## src/rtl/calc_pkg.sv

```systemverilog
// Shared opcode and FSM state types for the accumulator calculator.
package calc_pkg;

  typedef enum logic [2:0] {
    OP_ADD  = 3'b000,
    OP_SUB  = 3'b001,
    OP_AND  = 3'b010,
    OP_OR   = 3'b011,
    OP_XOR  = 3'b100,
    OP_EQ   = 3'b101,
    OP_MUL  = 3'b110,
    OP_LOAD = 3'b111
  } calc_op_t;

  typedef enum logic {
    ST_IDLE = 1'b0,
    ST_MUL  = 1'b1
  } calc_state_t;

  localparam int CALC_WIDTH_MIN = 4;
  localparam int CALC_WIDTH_MAX = 32;

endpackage

```

## src/rtl/calc_mul_seq.sv

```systemverilog
// Sequential shift-add multiplier: one partial product per cycle, WIDTH cycles per multiply.
// o_done/o_product describe the step completing at the coming edge, so the parent can register them on that edge.
module calc_mul_seq #(
  parameter int WIDTH = 8
) (
  input  logic                 i_clk,
  input  logic                 i_rst_n,
  input  logic                 i_start,
  input  logic                 i_abort,
  input  logic [WIDTH-1:0]     i_a,
  input  logic [WIDTH-1:0]     i_b,
  output logic                 o_busy,
  output logic                 o_done,
  output logic [2*WIDTH-1:0]   o_product
);

  localparam int CW = $clog2(WIDTH + 1);

  logic [CW-1:0]    r_count;
  logic [WIDTH-1:0] r_a;
  logic [WIDTH-1:0] r_hi;
  logic [WIDTH-1:0] r_lo;
  logic [WIDTH:0]   w_sum;

  // r_lo holds the unconsumed multiplier bits in its low end and product bits shifted in from the top.
  assign w_sum     = {1'b0, r_hi} + (r_lo[0] ? {1'b0, r_a} : '0);
  assign o_busy    = (r_count != '0);
  assign o_done    = (r_count == CW'(1)) && !i_abort;
  assign o_product = {w_sum, r_lo[WIDTH-1:1]};

  always_ff @(posedge i_clk or negedge i_rst_n) begin
    if (!i_rst_n) begin
      r_count <= '0;
      r_a     <= '0;
      r_hi    <= '0;
      r_lo    <= '0;
    end else if (i_abort) begin
      r_count <= '0;
    end else if (i_start) begin
      r_a     <= i_a;
      r_hi    <= '0;
      r_lo    <= i_b;
      r_count <= CW'(WIDTH);
    end else if (o_busy) begin
      r_hi    <= w_sum[WIDTH:1];
      r_lo    <= {w_sum[0], r_lo[WIDTH-1:1]};
      r_count <= r_count - CW'(1);
    end
  end

endmodule

```

## src/rtl/calc_accumulator.sv

```systemverilog
// WIDTH-bit accumulator calculator with valid/ready command input, status flags and an optional
// multi-cycle multiply; owns the FSM, ALU and handshake.
module calc_accumulator
  import calc_pkg::*;
#(
  parameter int WIDTH  = 8,
  parameter int MUL_EN = 1
) (
  input  logic             clock,
  input  logic             Reset_n,
  input  logic [WIDTH-1:0] NumIn,
  input  logic [2:0]       OpIn,
  input  logic             Enter,
  input  logic             Clear,
  output logic             Ready,
  output logic [WIDTH-1:0] NumOut,
  output logic             Done,
  output logic             Carry,
  output logic             Overflow,
  output logic             Zero
);

  generate
    if (WIDTH < CALC_WIDTH_MIN || WIDTH > CALC_WIDTH_MAX) begin : g_bad_width
      $error("calc_accumulator: WIDTH must be in 4..32");
    end
  endgenerate

  calc_state_t r_state;
  calc_state_t w_state_next;

  logic [WIDTH-1:0]   r_acc;
  logic               r_done;
  logic               r_carry;
  logic               r_ovf;
  logic               r_zero;

  calc_op_t           w_op;
  logic               w_accept;
  logic               w_is_mul;
  logic               w_mul_start;
  logic               w_mul_busy;
  logic               w_mul_done;
  logic [2*WIDTH-1:0] w_product;
  logic [WIDTH:0]     w_add;
  logic [WIDTH:0]     w_sub;
  logic [WIDTH-1:0]   w_res;
  logic               w_carry;
  logic               w_ovf;

  assign w_op        = calc_op_t'(OpIn);
  // Clear wins over a same-cycle command, which is dropped rather than queued.
  assign w_accept    = Enter && (r_state == ST_IDLE) && !Clear;
  assign w_is_mul    = (w_op == OP_MUL) && (MUL_EN != 0);
  assign w_mul_start = w_accept && w_is_mul;

  generate
    if (MUL_EN != 0) begin : g_mul
      calc_mul_seq #(
        .WIDTH(WIDTH)
      ) u_mul (
        .i_clk     (clock),
        .i_rst_n   (Reset_n),
        .i_start   (w_mul_start),
        .i_abort   (Clear),
        .i_a       (r_acc),
        .i_b       (NumIn),
        .o_busy    (w_mul_busy),
        .o_done    (w_mul_done),
        .o_product (w_product)
      );
    end else begin : g_no_mul
      assign w_mul_busy = 1'b0;
      assign w_mul_done = 1'b0;
      assign w_product  = '0;
    end
  endgenerate

  assign w_add = {1'b0, r_acc} + {1'b0, NumIn};
  assign w_sub = {1'b0, r_acc} - {1'b0, NumIn};

  always_comb begin
    w_res   = r_acc;
    w_carry = 1'b0;
    w_ovf   = 1'b0;
    case (w_op)
      OP_ADD: begin
        w_res   = w_add[WIDTH-1:0];
        w_carry = w_add[WIDTH];
        w_ovf   = (r_acc[WIDTH-1] == NumIn[WIDTH-1]) && (w_add[WIDTH-1] != r_acc[WIDTH-1]);
      end
      OP_SUB: begin
        w_res   = w_sub[WIDTH-1:0];
        w_carry = w_sub[WIDTH];
        w_ovf   = (r_acc[WIDTH-1] != NumIn[WIDTH-1]) && (w_sub[WIDTH-1] != r_acc[WIDTH-1]);
      end
      OP_AND:  w_res = r_acc & NumIn;
      OP_OR:   w_res = r_acc | NumIn;
      OP_XOR:  w_res = r_acc ^ NumIn;
      OP_EQ:   w_res = {{(WIDTH-1){1'b0}}, (r_acc == NumIn)};
      OP_MUL:  w_res = NumIn;
      OP_LOAD: w_res = NumIn;
      default: w_res = r_acc;
    endcase
  end

  always_comb begin
    w_state_next = r_state;
    case (r_state)
      ST_IDLE: if (w_mul_start) w_state_next = ST_MUL;
      ST_MUL:  if (Clear || w_mul_done || !w_mul_busy) w_state_next = ST_IDLE;
      default: w_state_next = ST_IDLE;
    endcase
  end

  always_ff @(posedge clock or negedge Reset_n) begin
    if (!Reset_n) begin
      r_state <= ST_IDLE;
      r_acc   <= '0;
      r_done  <= 1'b0;
      r_carry <= 1'b0;
      r_ovf   <= 1'b0;
      r_zero  <= 1'b1;
    end else begin
      r_state <= w_state_next;
      r_done  <= 1'b0;
      if (Clear) begin
        r_acc   <= '0;
        r_carry <= 1'b0;
        r_ovf   <= 1'b0;
        r_zero  <= 1'b1;
      end else if (w_mul_done) begin
        r_acc   <= w_product[WIDTH-1:0];
        r_carry <= 1'b0;
        r_ovf   <= |w_product[2*WIDTH-1:WIDTH];
        r_zero  <= (w_product[WIDTH-1:0] == '0);
        r_done  <= 1'b1;
      end else if (w_accept && !w_is_mul) begin
        r_acc   <= w_res;
        r_carry <= w_carry;
        r_ovf   <= w_ovf;
        r_zero  <= (w_res == '0);
        r_done  <= 1'b1;
      end
    end
  end

  assign Ready    = (r_state == ST_IDLE);
  assign NumOut   = r_acc;
  assign Done     = r_done;
  assign Carry    = r_carry;
  assign Overflow = r_ovf;
  assign Zero     = r_zero;

endmodule
```

## config.mk

```make
export PLATFORM = sky130hd
export DESIGN_NAME = calc_accumulator
export DESIGN_NICKNAME = d
export VERILOG_FILES = /design/src/rtl/calc_pkg.sv /design/src/rtl/calc_mul_seq.sv /design/src/rtl/calc_accumulator.sv
export SDC_FILE = /design/constraint.sdc
export NUM_CORES = 1
export LEC_CHECK = 0
export ABC_AREA = 0
export BUFFER_PORTS_ARGS = -buffer_cell sky130_fd_sc_hd__buf_2
export CORE_MARGIN = 2
export CORE_UTILIZATION = 41
export DETAILED_ROUTE_END_ITERATION = 8
export PLACE_DENSITY = 0.54
export RECOVER_POWER = 25
export SLEW_MARGIN = 40
export SYNTH_ARGS = -nofsm -noshare
export SYNTH_HDL_FRONTEND = slang
export SYNTH_HIERARCHICAL = 1
export SYNTH_SLANG_ARGS = --single-unit
```

## constraint.sdc

```tcl
create_clock -name clock -period 3.6 [get_ports clock]
set_input_delay 0 -clock clock [delete_from_list [all_inputs] [get_ports clock]]
set_output_delay 0 -clock clock [all_outputs]
set_load 0.05 [all_outputs]
```

==> flow_summary.json <==
{
  "status": "finished, violations left",
  "violations": "max-capacitance violations, max-slew violations",
  "critPathTopFamily": "compound AO/OA/AOI/OAI gates",
  "gp_congestion": 0.837,
  "cts_tree": "built",
  "cp-start-kind": "flop",
  "cpMaxStageDelayCell": "dfrtp_1",
  "cts_root_buffer": "clkbuf_8",
  "num_vias": 3103,
  "seq_area_frac_synth_pct": 28.0,
  "yosys.area.top_type": "dfrtp_1",
  "initial_core_util_pct": 42.1,
  "drc": 0,
  "skew_ns": 0.00609,
  "fp-row-count": 34,
  "synth_area_per_cell_um2": 8.78,
  "worstPathRequired_ns": 3.78,
  "synthTopCellsByArea": "dfrtp_1 (27%), ha_1 (12%), nand2_1 (3.7%)",
  "wl_um": 9530,
  "drv_cap": 1,
  "crit_chain": "and2_1 -> ha_1 -> fa_1 -> a21o_1 -> a221oi_2 -> o21ai_0 -> nor4_1 -> a21oi_1 -> a31oi_1 -> nor2_1 -> a21oi_1 -> o41ai_1",
  "synth_area_um2": 3670,
  "post-route-period-util_pct": 78.1,
  "nets": 480,
  "synthDistinctLibCells": 71,
  "cts_buffers": 5,
  "holdPathStages": 3,
  "antenna_found_initial": 0,
  "h-tree-depth": 2,
  "pwr_density_cell_nw_per_um2": 513,
  "clock-sinks": 41,
  "clockBufferDepth": 2,
  "crit_cells": 12,
  "drtIter0Drc": 198,
  "slew_violations": 42,
  "maxSlewHeadroom_pct": -51.6,
  "async_reset_ff_share_pct": 100,
  "cp-end-kind": "flop",
  "hold_class": "in2reg",
  "synth_ff_type": "dfrtp_1",
  "dieWidth_um": 98.6,
  "antenna_cells": 0,
  "grt.overflow.total": 0,
  "synth_edf_count": 0,
  "syn-num-nets": 470,
  "core_um2": 8720,
  "critPathMostFrequentCell": "a21oi_1",
  "insertion_delay_ns": 0.29,
  "synth-seq-cells": 41,
  "rr_worst_depth": 12,
  "tightest_slew_ns": 2.27,
  "dieArea_um2": 9730,
  "critical_path_class": "reg2reg",
  "post_drt_wl_per_cell_um": 17.7,
  "clock.fmax_mhz": 356,
  "grt_pass1_wl_um": 15800,
  "io_buffers": 27,
  "grt_usage_pct": 20.2,
  "rsz0062_at_grt": "false",
  "max_stage_delay_ns": 0.45,
  "ant_nets": 0,
  "post-cts-setup-buffers": 0,
  "drtPass1Iterations": 4,
  "boundaryPins": 28,
  "drive_above_1_share_pct": 16.6,
  "layout-area-overhead-vs-synth_pct": 6.61,
  "viasPerCell": 5.78,
  "finalHoldViolations": 0,
  "die_h_um": 98.6,
  "syn_inst": 418,
  "cp.arrival_ns": 2.99,
  "vdd_ir_drop_max_v": 0.000252,
  "cts-resized-gates": 0,
  "period_needed_ns": 2.81,
  "critical_path.max_fanout": 9,
  "holdBufCountCts": 1,
  "path_clk_slew_ns": 0.08,
  "synth_warnings": 6,
  "setup_tns_ns": 0,
  "leakage_nw": 1.85,
  "finalSetupViolations": 0,
  "hold_ws_ns": 0.0480,
  "synth_top_area_share_pct": 27.3,
  "grt_pass1_vias": 2962,
  "critPathBufInv": 0,
  "hpwl_um": 7170,
  "grt_start_max_net_pins": 42
}
==> worst reg2reg max path: stages (launching register included) <==
cell,delay [ns]
dfrtp_1,0.45
and2_1,0.17
ha_1,0.21
fa_1,0.43
a21o_1,0.20
a221oi_2,0.28
o21ai_0,0.18
nor4_1,0.24
a21oi_1,0.12
a31oi_1,0.16
nor2_1,0.06
a21oi_1,0.13
o41ai_1,0.08
==> sequential cells by signal (all words and copies together), names as in the netlist, 4 cells and up <==
signal	flops
g_mul.u_mul/r_count	4
NumOut	8
g_mul.u_mul/r_hi	8
g_mul.u_mul/r_a	8
g_mul.u_mul/r_lo	8
==> cell families (layout without fill, tap and decap cells) <==
logic type	count (synthesis)	after routing	share of synthesized area, %
xor gates and xnor gates	11	11	2.62
AOI/OAI and AO/OA	126	126	26.0
and+or+nand+nor	124	124	16.4
DFF	41	41	28.0
adders and majority gates	37	37	13.2
buffers and inverters	62	73	8.90
muxes	17	17	4.91
==> through the flow <==
step | setup WS (ns) | power, W | cells | util (%) | cell area [µm²]
global placement | 0.848 | 0.00161 | 527 | 43.3 | 3780
floorplan | 1.03 | 0.00148 | 418 | - | 3670
global route | 0.573 | 0.00217 | 537 | 44.9 | 3910
detailed placement | 0.798 | 0.00162 | 528 | 43.4 | 3790
finish | 0.789 | 0.00201 | 537 | 44.9 | 3910
CTS | 0.765 | 0.00202 | 537 | 44.9 | 3920
==> placed cells by master, fill, tap and decap left out, drive strengths merged, types with 3 or more instances in the layout <==
master,count
a211o,3
a211oi,3
a21o,9
a21oi,23
a221oi,3
a22o,5
a311oi,5
a31oi,9
a41o,3
and2,10
buf,32
clkbuf,7
dfrtp,40
fa,3
ha,34
inv,31
mux2,8
mux2i,9
nand2,36
nand2b,6
nand3,6
nand4,3
nor2,31
nor2b,5
nor3,11
nor4,5
o211ai,4
o21ai,22
o21bai,5
o22ai,5
o311ai,3
o31ai,3
or3,3
xnor2,8
xor2,3
==> routing by layer <==
metal / vias up / track usage (%) / wire length (µm)
li1: 1530 / - / -
met1: 1494 / 31.1 / 4950
met2: 75 / 30.5 / 4120
met3: 4 / 2.98 / 406
met4: 0 / 3.69 / 53
met5: - / 0 / 0
==> where the power goes <==
part	internal, W	switching, W	total [W]
combinational	0.000344	0.000582	0.000926
sequential	0.000568	0.000124	0.000692
clock	0.000226	0.000166	0.000392
==> cells in the mapped netlist, types with 10 or more instances <==
| library cell | count |
|---|---|
| buf_2 | 14 |
| o21ai_0 | 14 |
| a21oi_1 | 22 |
| and2_1 | 10 |
| dfrtp_1 | 40 |
| inv_1 | 30 |
| nand2_1 | 36 |
| ha_1 | 34 |
| nor2_1 | 31 |
| nor3_1 | 11 |
==> path summary, 6_finish.rpt <==
kind                                                      start                               to  slack [ns]
worst max-delay path            g_mul.u_mul/r_lo[0]$_DFFE_PN0P_             Overflow$_DFFE_PN0P_        0.79
worst min-delay path                                   NumIn[7]  g_mul.u_mul/r_lo[7]$_DFFE_PN0P_        0.05
worst max register to register  g_mul.u_mul/r_lo[0]$_DFFE_PN0P_             Overflow$_DFFE_PN0P_        0.79
worst min register to register  g_mul.u_mul/r_hi[4]$_DFFE_PN0P_  g_mul.u_mul/r_hi[4]$_DFFE_PN0P_        0.50
max in group asynchronous                               Reset_n  g_mul.u_mul/r_hi[0]$_DFFE_PN0P_        1.38
min in group asynchronous                               Reset_n            NumOut[2]$_DFFE_PN0P_        0.92
==> final cells by class <==
class	count	area [µm²]
fill	839	4810
multi-input combinational	315	2330
sequential	41	1030
timing repair buffer	34	186
tap	108	135
inverter	31	116
clock buffer	6	82.6
clock inverter	2	37.5
Note: power is estimated with default switching activity, not from simulation.
